**src/rtl/baud_pkg.sv**
```systemverilog
// Shared defaults and a divisor helper for the fractional baud generator.
package baud_pkg;

  localparam int unsigned BAUD_DIV_INT_W  = 16;
  localparam int unsigned BAUD_DIV_FRAC_W = 4;
  localparam int unsigned BAUD_OVERSAMPLE = 16;

  typedef struct packed {
    logic [31:0] div_int;
    logic [31:0] div_frac;
  } baud_div_t;

  // Rounded fixed-point clk_freq / (baud_rate * oversample) with frac_w fraction bits.
  function automatic baud_div_t baud_calc_div(input longint unsigned clk_freq,
                                              input longint unsigned baud_rate,
                                              input longint unsigned oversample,
                                              input int unsigned     frac_w);
    longint unsigned denom;
    longint unsigned fixed;
    baud_div_t       d;
    denom      = baud_rate * oversample;
    fixed      = ((clk_freq << frac_w) + denom / 2) / denom;
    d.div_int  = 32'(fixed >> frac_w);
    d.div_frac = 32'(fixed & ((64'd1 << frac_w) - 64'd1));
    return d;
  endfunction

endpackage

```
**src/rtl/baud_gen_frac.sv**
```systemverilog
// Fractional-N baud generator: os_tick every div_int(+1) cycles, bit_tick every
// OVERSAMPLE os_ticks, with shadowed divisor updates applied at period boundaries.
module baud_gen_frac
  import baud_pkg::*;
#(
  parameter int unsigned DIV_INT_W        = BAUD_DIV_INT_W,
  parameter int unsigned DIV_FRAC_W       = BAUD_DIV_FRAC_W,
  parameter int unsigned OVERSAMPLE       = BAUD_OVERSAMPLE,
  parameter int unsigned DEFAULT_DIV_INT  = 54,
  parameter int unsigned DEFAULT_DIV_FRAC = 4
) (
  input  logic                  clk,
  input  logic                  rst,
  input  logic                  en,
  input  logic                  div_load,
  input  logic [DIV_INT_W-1:0]  div_int,
  input  logic [DIV_FRAC_W-1:0] div_frac,
  output logic                  os_tick,
  output logic                  bit_tick,
  output logic                  cfg_err
);

  localparam int unsigned OSW = (OVERSAMPLE > 1) ? $clog2(OVERSAMPLE) : 1;

  logic [DIV_INT_W-1:0]  act_int, sh_int, eff_int;
  logic [DIV_FRAC_W-1:0] act_frac, sh_frac, eff_frac, frac_acc;
  logic [DIV_FRAC_W:0]   frac_sum;
  logic [DIV_INT_W:0]    cnt, cnt_inc, plen;
  logic [OSW-1:0]        os_cnt, os_next;
  logic                  pending, act_bad, eff_bad, start, apply, os_last, last_cyc;

  always_comb begin
    act_bad  = act_int < DIV_INT_W'(2);
    // cnt==0 means idle; os_tick high marks the edge that ends a period
    start    = en && !act_bad && ((cnt == '0) || os_tick);
    apply    = pending && (start || !en || act_bad);
    eff_int  = apply ? sh_int  : act_int;
    eff_frac = apply ? sh_frac : act_frac;
    eff_bad  = eff_int < DIV_INT_W'(2);
    frac_sum = {1'b0, frac_acc} + {1'b0, eff_frac};
    cnt_inc  = cnt + 1'b1;
    last_cyc = cnt_inc == plen;
    os_last  = os_cnt == OSW'(OVERSAMPLE - 1);
    os_next  = os_last ? '0 : os_cnt + 1'b1;
  end

  assign cfg_err = act_bad;

  always_ff @(posedge clk) begin
    if (rst) begin
      act_int  <= DIV_INT_W'(DEFAULT_DIV_INT);
      act_frac <= DIV_FRAC_W'(DEFAULT_DIV_FRAC);
      sh_int   <= DIV_INT_W'(DEFAULT_DIV_INT);
      sh_frac  <= DIV_FRAC_W'(DEFAULT_DIV_FRAC);
      pending  <= 1'b0;
      frac_acc <= '0;
      cnt      <= '0;
      plen     <= '0;
      os_cnt   <= '0;
      os_tick  <= 1'b0;
      bit_tick <= 1'b0;
    end else begin
      if (div_load) begin
        sh_int  <= div_int;
        sh_frac <= div_frac;
        pending <= 1'b1;
      end else if (apply) begin
        pending <= 1'b0;
      end

      if (apply) begin
        act_int  <= sh_int;
        act_frac <= sh_frac;
      end

      if (!en || act_bad || (start && eff_bad)) begin
        frac_acc <= '0;
        cnt      <= '0;
        plen     <= '0;
        os_cnt   <= '0;
        os_tick  <= 1'b0;
        bit_tick <= 1'b0;
      end else if (start) begin
        frac_acc <= frac_sum[DIV_FRAC_W-1:0];
        plen     <= {1'b0, eff_int} + {{DIV_INT_W{1'b0}}, frac_sum[DIV_FRAC_W]};
        cnt      <= (DIV_INT_W + 1)'(1);
        os_tick  <= 1'b0;
        bit_tick <= 1'b0;
        if (os_tick) os_cnt <= os_next;
      end else begin
        cnt      <= cnt_inc;
        os_tick  <= last_cyc;
        bit_tick <= last_cyc && os_last;
      end
    end
  end

endmodule

```
**config.mk**
```make
export PLATFORM = sky130hd
export DESIGN_NAME = baud_gen_frac
export DESIGN_NICKNAME = d
export VERILOG_FILES = /design/src/rtl/baud_pkg.sv /design/src/rtl/baud_gen_frac.sv
export SDC_FILE = /design/constraint.sdc
export NUM_CORES = 1
export LEC_CHECK = 0
export ABC_AREA = 1
export BUFFER_PORTS_ARGS = -buffer_cell sky130_fd_sc_hd__buf_2
export CAP_MARGIN = 20
export CELL_PAD_IN_SITES_DETAIL_PLACEMENT = 1
export CELL_PAD_IN_SITES_GLOBAL_PLACEMENT = 1
export CORE_AREA = 5 5 112 114
export CTS_BUF_LIST = sky130_fd_sc_hd__clkbuf_8
export DETAILED_ROUTE_END_ITERATION = 16
export DIE_AREA = 0 0 117 119
export MAX_ROUTING_LAYER = met4
export PLACE_DENSITY = 0.75
export RECOVER_POWER = 100
export SLEW_MARGIN = 0
export SYNTH_ARGS = -nofsm -noshare
export SYNTH_HDL_FRONTEND = slang
export SYNTH_SLANG_ARGS = --single-unit
```
**constraint.sdc**
```tcl
create_clock -name clk -period 4.8 [get_ports clk]
set_input_delay 0.24 -clock clk [delete_from_list [all_inputs] [get_ports clk]]
set_output_delay 0.24 -clock clk [all_outputs]
set_load 0.005 [all_outputs]
```
==> run_results.csv <==
group,metric,value,unit
outcome,status,"completed",
clock_network,clkSinkCount,85,
sta,maxSlewHeadroom,23.1,%
critical_path,reg2regPathDepth,26,
clock_network,cts.clk_slew.worst_paths,80,ps
clock_network,cts_max_level,3,
grt,grt_pass1_vias,4055,
grt,grt_start_max_net_pins,27,
critical_path,timing.critical_path.mode_cell,"nand2_1",
sta,maxSlewViolCount,0,
critical_path,reg2reg_from,"cnt[0]",
power_and_ir_drop,p_sw_share,26.5,%
clock_network,cts_root_buf,"clkbuf_8",
clock_network,cts_hold_buf,0,
grt,track_usage,17.0,%
clock_network,cts_max_path_buffers,2,
yosys,synth.distinct_cells,32,
layout,fin_util,41.9,%
sta,finalClockSkew,10.7,ps
yosys,synth_fa_ha_area_share,3.01,%
grt,grt-ovfl-total,0,
die,die_w,117,um
critical_path,cp_slowest_stage_delay,410,ps
die,io_pins,27,
clock_network,cts_tree,"done",
placed_design,portBuffers,26,
routing,drtPass1Iterations,4,
sta,rsz0062_at_grt,"false",
die,core-area,11300,sq um
clock_network,insertion_delay,370,ps
clock_network,postCtsSetupRepairBufs,0,
critical_path,crit_fanout,26,
routing,drt-vias-per-instance,4.85,
yosys,synth-compound-area-share,9.90,%
routing,drt_iter0_drc,182,
grt,grt_pass1_wl,18600,um
layout,drive_gt1_share,9.62,%
power_and_ir_drop,clkPwrFrac,35.1,%
critical_path,crit_path_start,"cnt[0]",
yosys,syn-num-nets,677,
min_path,hold_start,"div_int[1]",
yosys,synth_xor_area_share,4.60,%
critical_path,end_kind,"flop",
placed_design,gp_congestion,0.829,
critical_path,r2r_setup_slack,820,ps
routing,num_vias,3919,
layout,final_nets,695,
layout,stdcell_area,4740,sq um
yosys,synth_top_family_by_area,"simple AND/OR/NAND/NOR gates",
grt,grt_antenna_before_repair,0,
layout,antenna_cells,0,
critical_path,crit_end,"plen[10]",
placed_design,dp_hpwl,8660,um
die,initial_core_util,39.0,%
power_and_ir_drop,p_int,0.00105,W
clock_network,numCtsBuffers,9,
routing,drt-met1-wl,5250,um
power_and_ir_drop,power,0.00142,W
routing,met2_length,5220,um
critical_path,path_class,"reg -> reg",
power_and_ir_drop,power_leakage,2.11,nW
sta,worstMarginPinSlew,1150,ps
die,die_h,119,um
min_path,hp-class,"in -> reg",
die,rows,39,
layout,areaGrowthSynthToFinish,7.57,%
sta,hold_viol_final,0,
placed_design,post_dp_cell_area,4620,sq um
run,maxCapViolations,0,
power_and_ir_drop,powerDensity,300,nW/um^2
routing,topRoutingLayerUsed,"met4",
yosys,yosys.area_share.simple,34.6,%
routing,wl_per_cell,13.6,um
routing,route.detailed.drc,0,
yosys,synth_cells,643,
sta,setup_viol,0,
yosys,synth-seq-cells,85,
yosys,seq_area_frac_synth,38.6,%
power_and_ir_drop,pwr-share-seq,52.7,%
min_path,holdPathStages,3,
critical_path,timing.rr.end,"plen[10]",
routing,ant_nets,0,
critical_path,cp.required,5090,ps
sta,min_period_over_period,82.9,%
yosys,yosys-mux-area-fraction,0,%
power_and_ir_drop,switching_power,0.000377,W
power_and_ir_drop,p_comb_share,12.1,%
sta,min_period,3980,ps
power_and_ir_drop,irDropWorstVdd,0.000169,V
critical_path,slowest_stage,"dfxtp_1",
yosys,syn_area,4410,sq um
yosys,yosysWarnings,0,
routing,wirelength,11000,um
critical_path,cp-start-kind,"flop",
critical_path,arrival,4260,ps
clock_network,ctsResizeCount,0,
sta,setup_tns,0,ps
die,dieArea,13900,sq um
routing,met3WireLength,305,um
sta,holdWs,90.3,ps
sta,fmax,251,MHz
yosys,synth_area_per_cell,6.86,sq um
final cells by class:
cell class                      count  area, sq um
Fill cell                        1505         6580
Multi-Input combinational cell    457         2230
Sequential cell                    85         1700
Inverter                           81          304
Clock buffer                       14          193
Tap cell                          143          179
Timing Repair Buffer               27          130
Clock inverter                      1         3.75
routing by layer:
layer,global-route usage (%),up-vias
met4,6.38,0
met2,27.9,59
li1,-,2049
met1,21.1,1794
met3,2.54,17
met5,-,-
state kept, by name (all words and copies together) (netlist names):
signal    cells
act_frac      4
act_int      16
bit_tick      1
cnt          17
frac_acc      4
os_cnt        4
os_tick       1
pending       1
plen         17
sh_frac       4
sh_int       16
power by group through the flow:
stage | registers [W] | clock network [W] | logic (W)
floorplan | 0.000759 | 0 | 0.000140
global placement | 0.000765 | 0 | 0.000175
detailed placement | 0.000767 | 0 | 0.000181
CTS | 0.000751 | 0.000522 | 0.000182
global route | 0.000754 | 0.000542 | 0.000200
finish | 0.000750 | 0.000499 | 0.000173
cell families after synthesis:
kind of cell	count (synthesis)
XOR/XNOR	20
AND/OR/NAND/NOR	352
buffers and inverters	101
AO/OA/AOI/OAI	75
adder cells (fa/ha/maj)	10
flip-flops	85
through the flow:
step / cells / setup slack, ps
floorplan: 643 / 1380
global placement: 793 / 1300
detailed placement: 793 / 1010
CTS: 808 / 1010
global route: 808 / 334
finish: 808 / 823
cells in the final DEF, fill, tap and decap left out, drive strengths merged, types with 14 or more instances in the layout:
master,count
buf,23
nand3,50
nor2,124
clkbuf,18
dfxtp,85
o21ai,34
inv,82
xor2,14
nand2,151
a21oi,35
worst max-delay path: cells and delay by family (launching register included):
family / cells / cell delay [ps]
AO/OA/AOI/OAI: 5 / 810
adder cells (fa/ha/maj): 4 / 980
buffers and inverters: 5 / 340
flip-flops: 1 / 410
AND/OR/NAND/NOR: 12 / 1330
worst min path at each step:
stage                       end  slack, ps
finish                sh_int[1]         90
floorplan           act_frac[2]        350
detailed placement    sh_int[7]        460
CTS                   sh_int[1]         70
global placement     sh_frac[3]        450
global route         sh_int[12]         90
cell usage after synthesis (all sizes together):
cell    instances  area share, %
nand2         151             14
nor2          124             11
dfxtp          85             39
inv            81            6.9
nand3          50            5.7
a21oi          35            5.0
o21ai          34            3.9
clkbuf         15            1.3
xor2           14            2.8
ha              9            2.6
nor3            9            1.0
or2             9            1.3
nand4           7           0.99
buf             5            1.1
o211ai          4           0.68
xnor2           4           0.79
xnor3           2            1.0
a31o            1           0.20
fa              1           0.45
nand3b          1           0.17
nor4            1           0.14
o21bai          1           0.17
No activity file was read; power rests on OpenSTA's default activity.
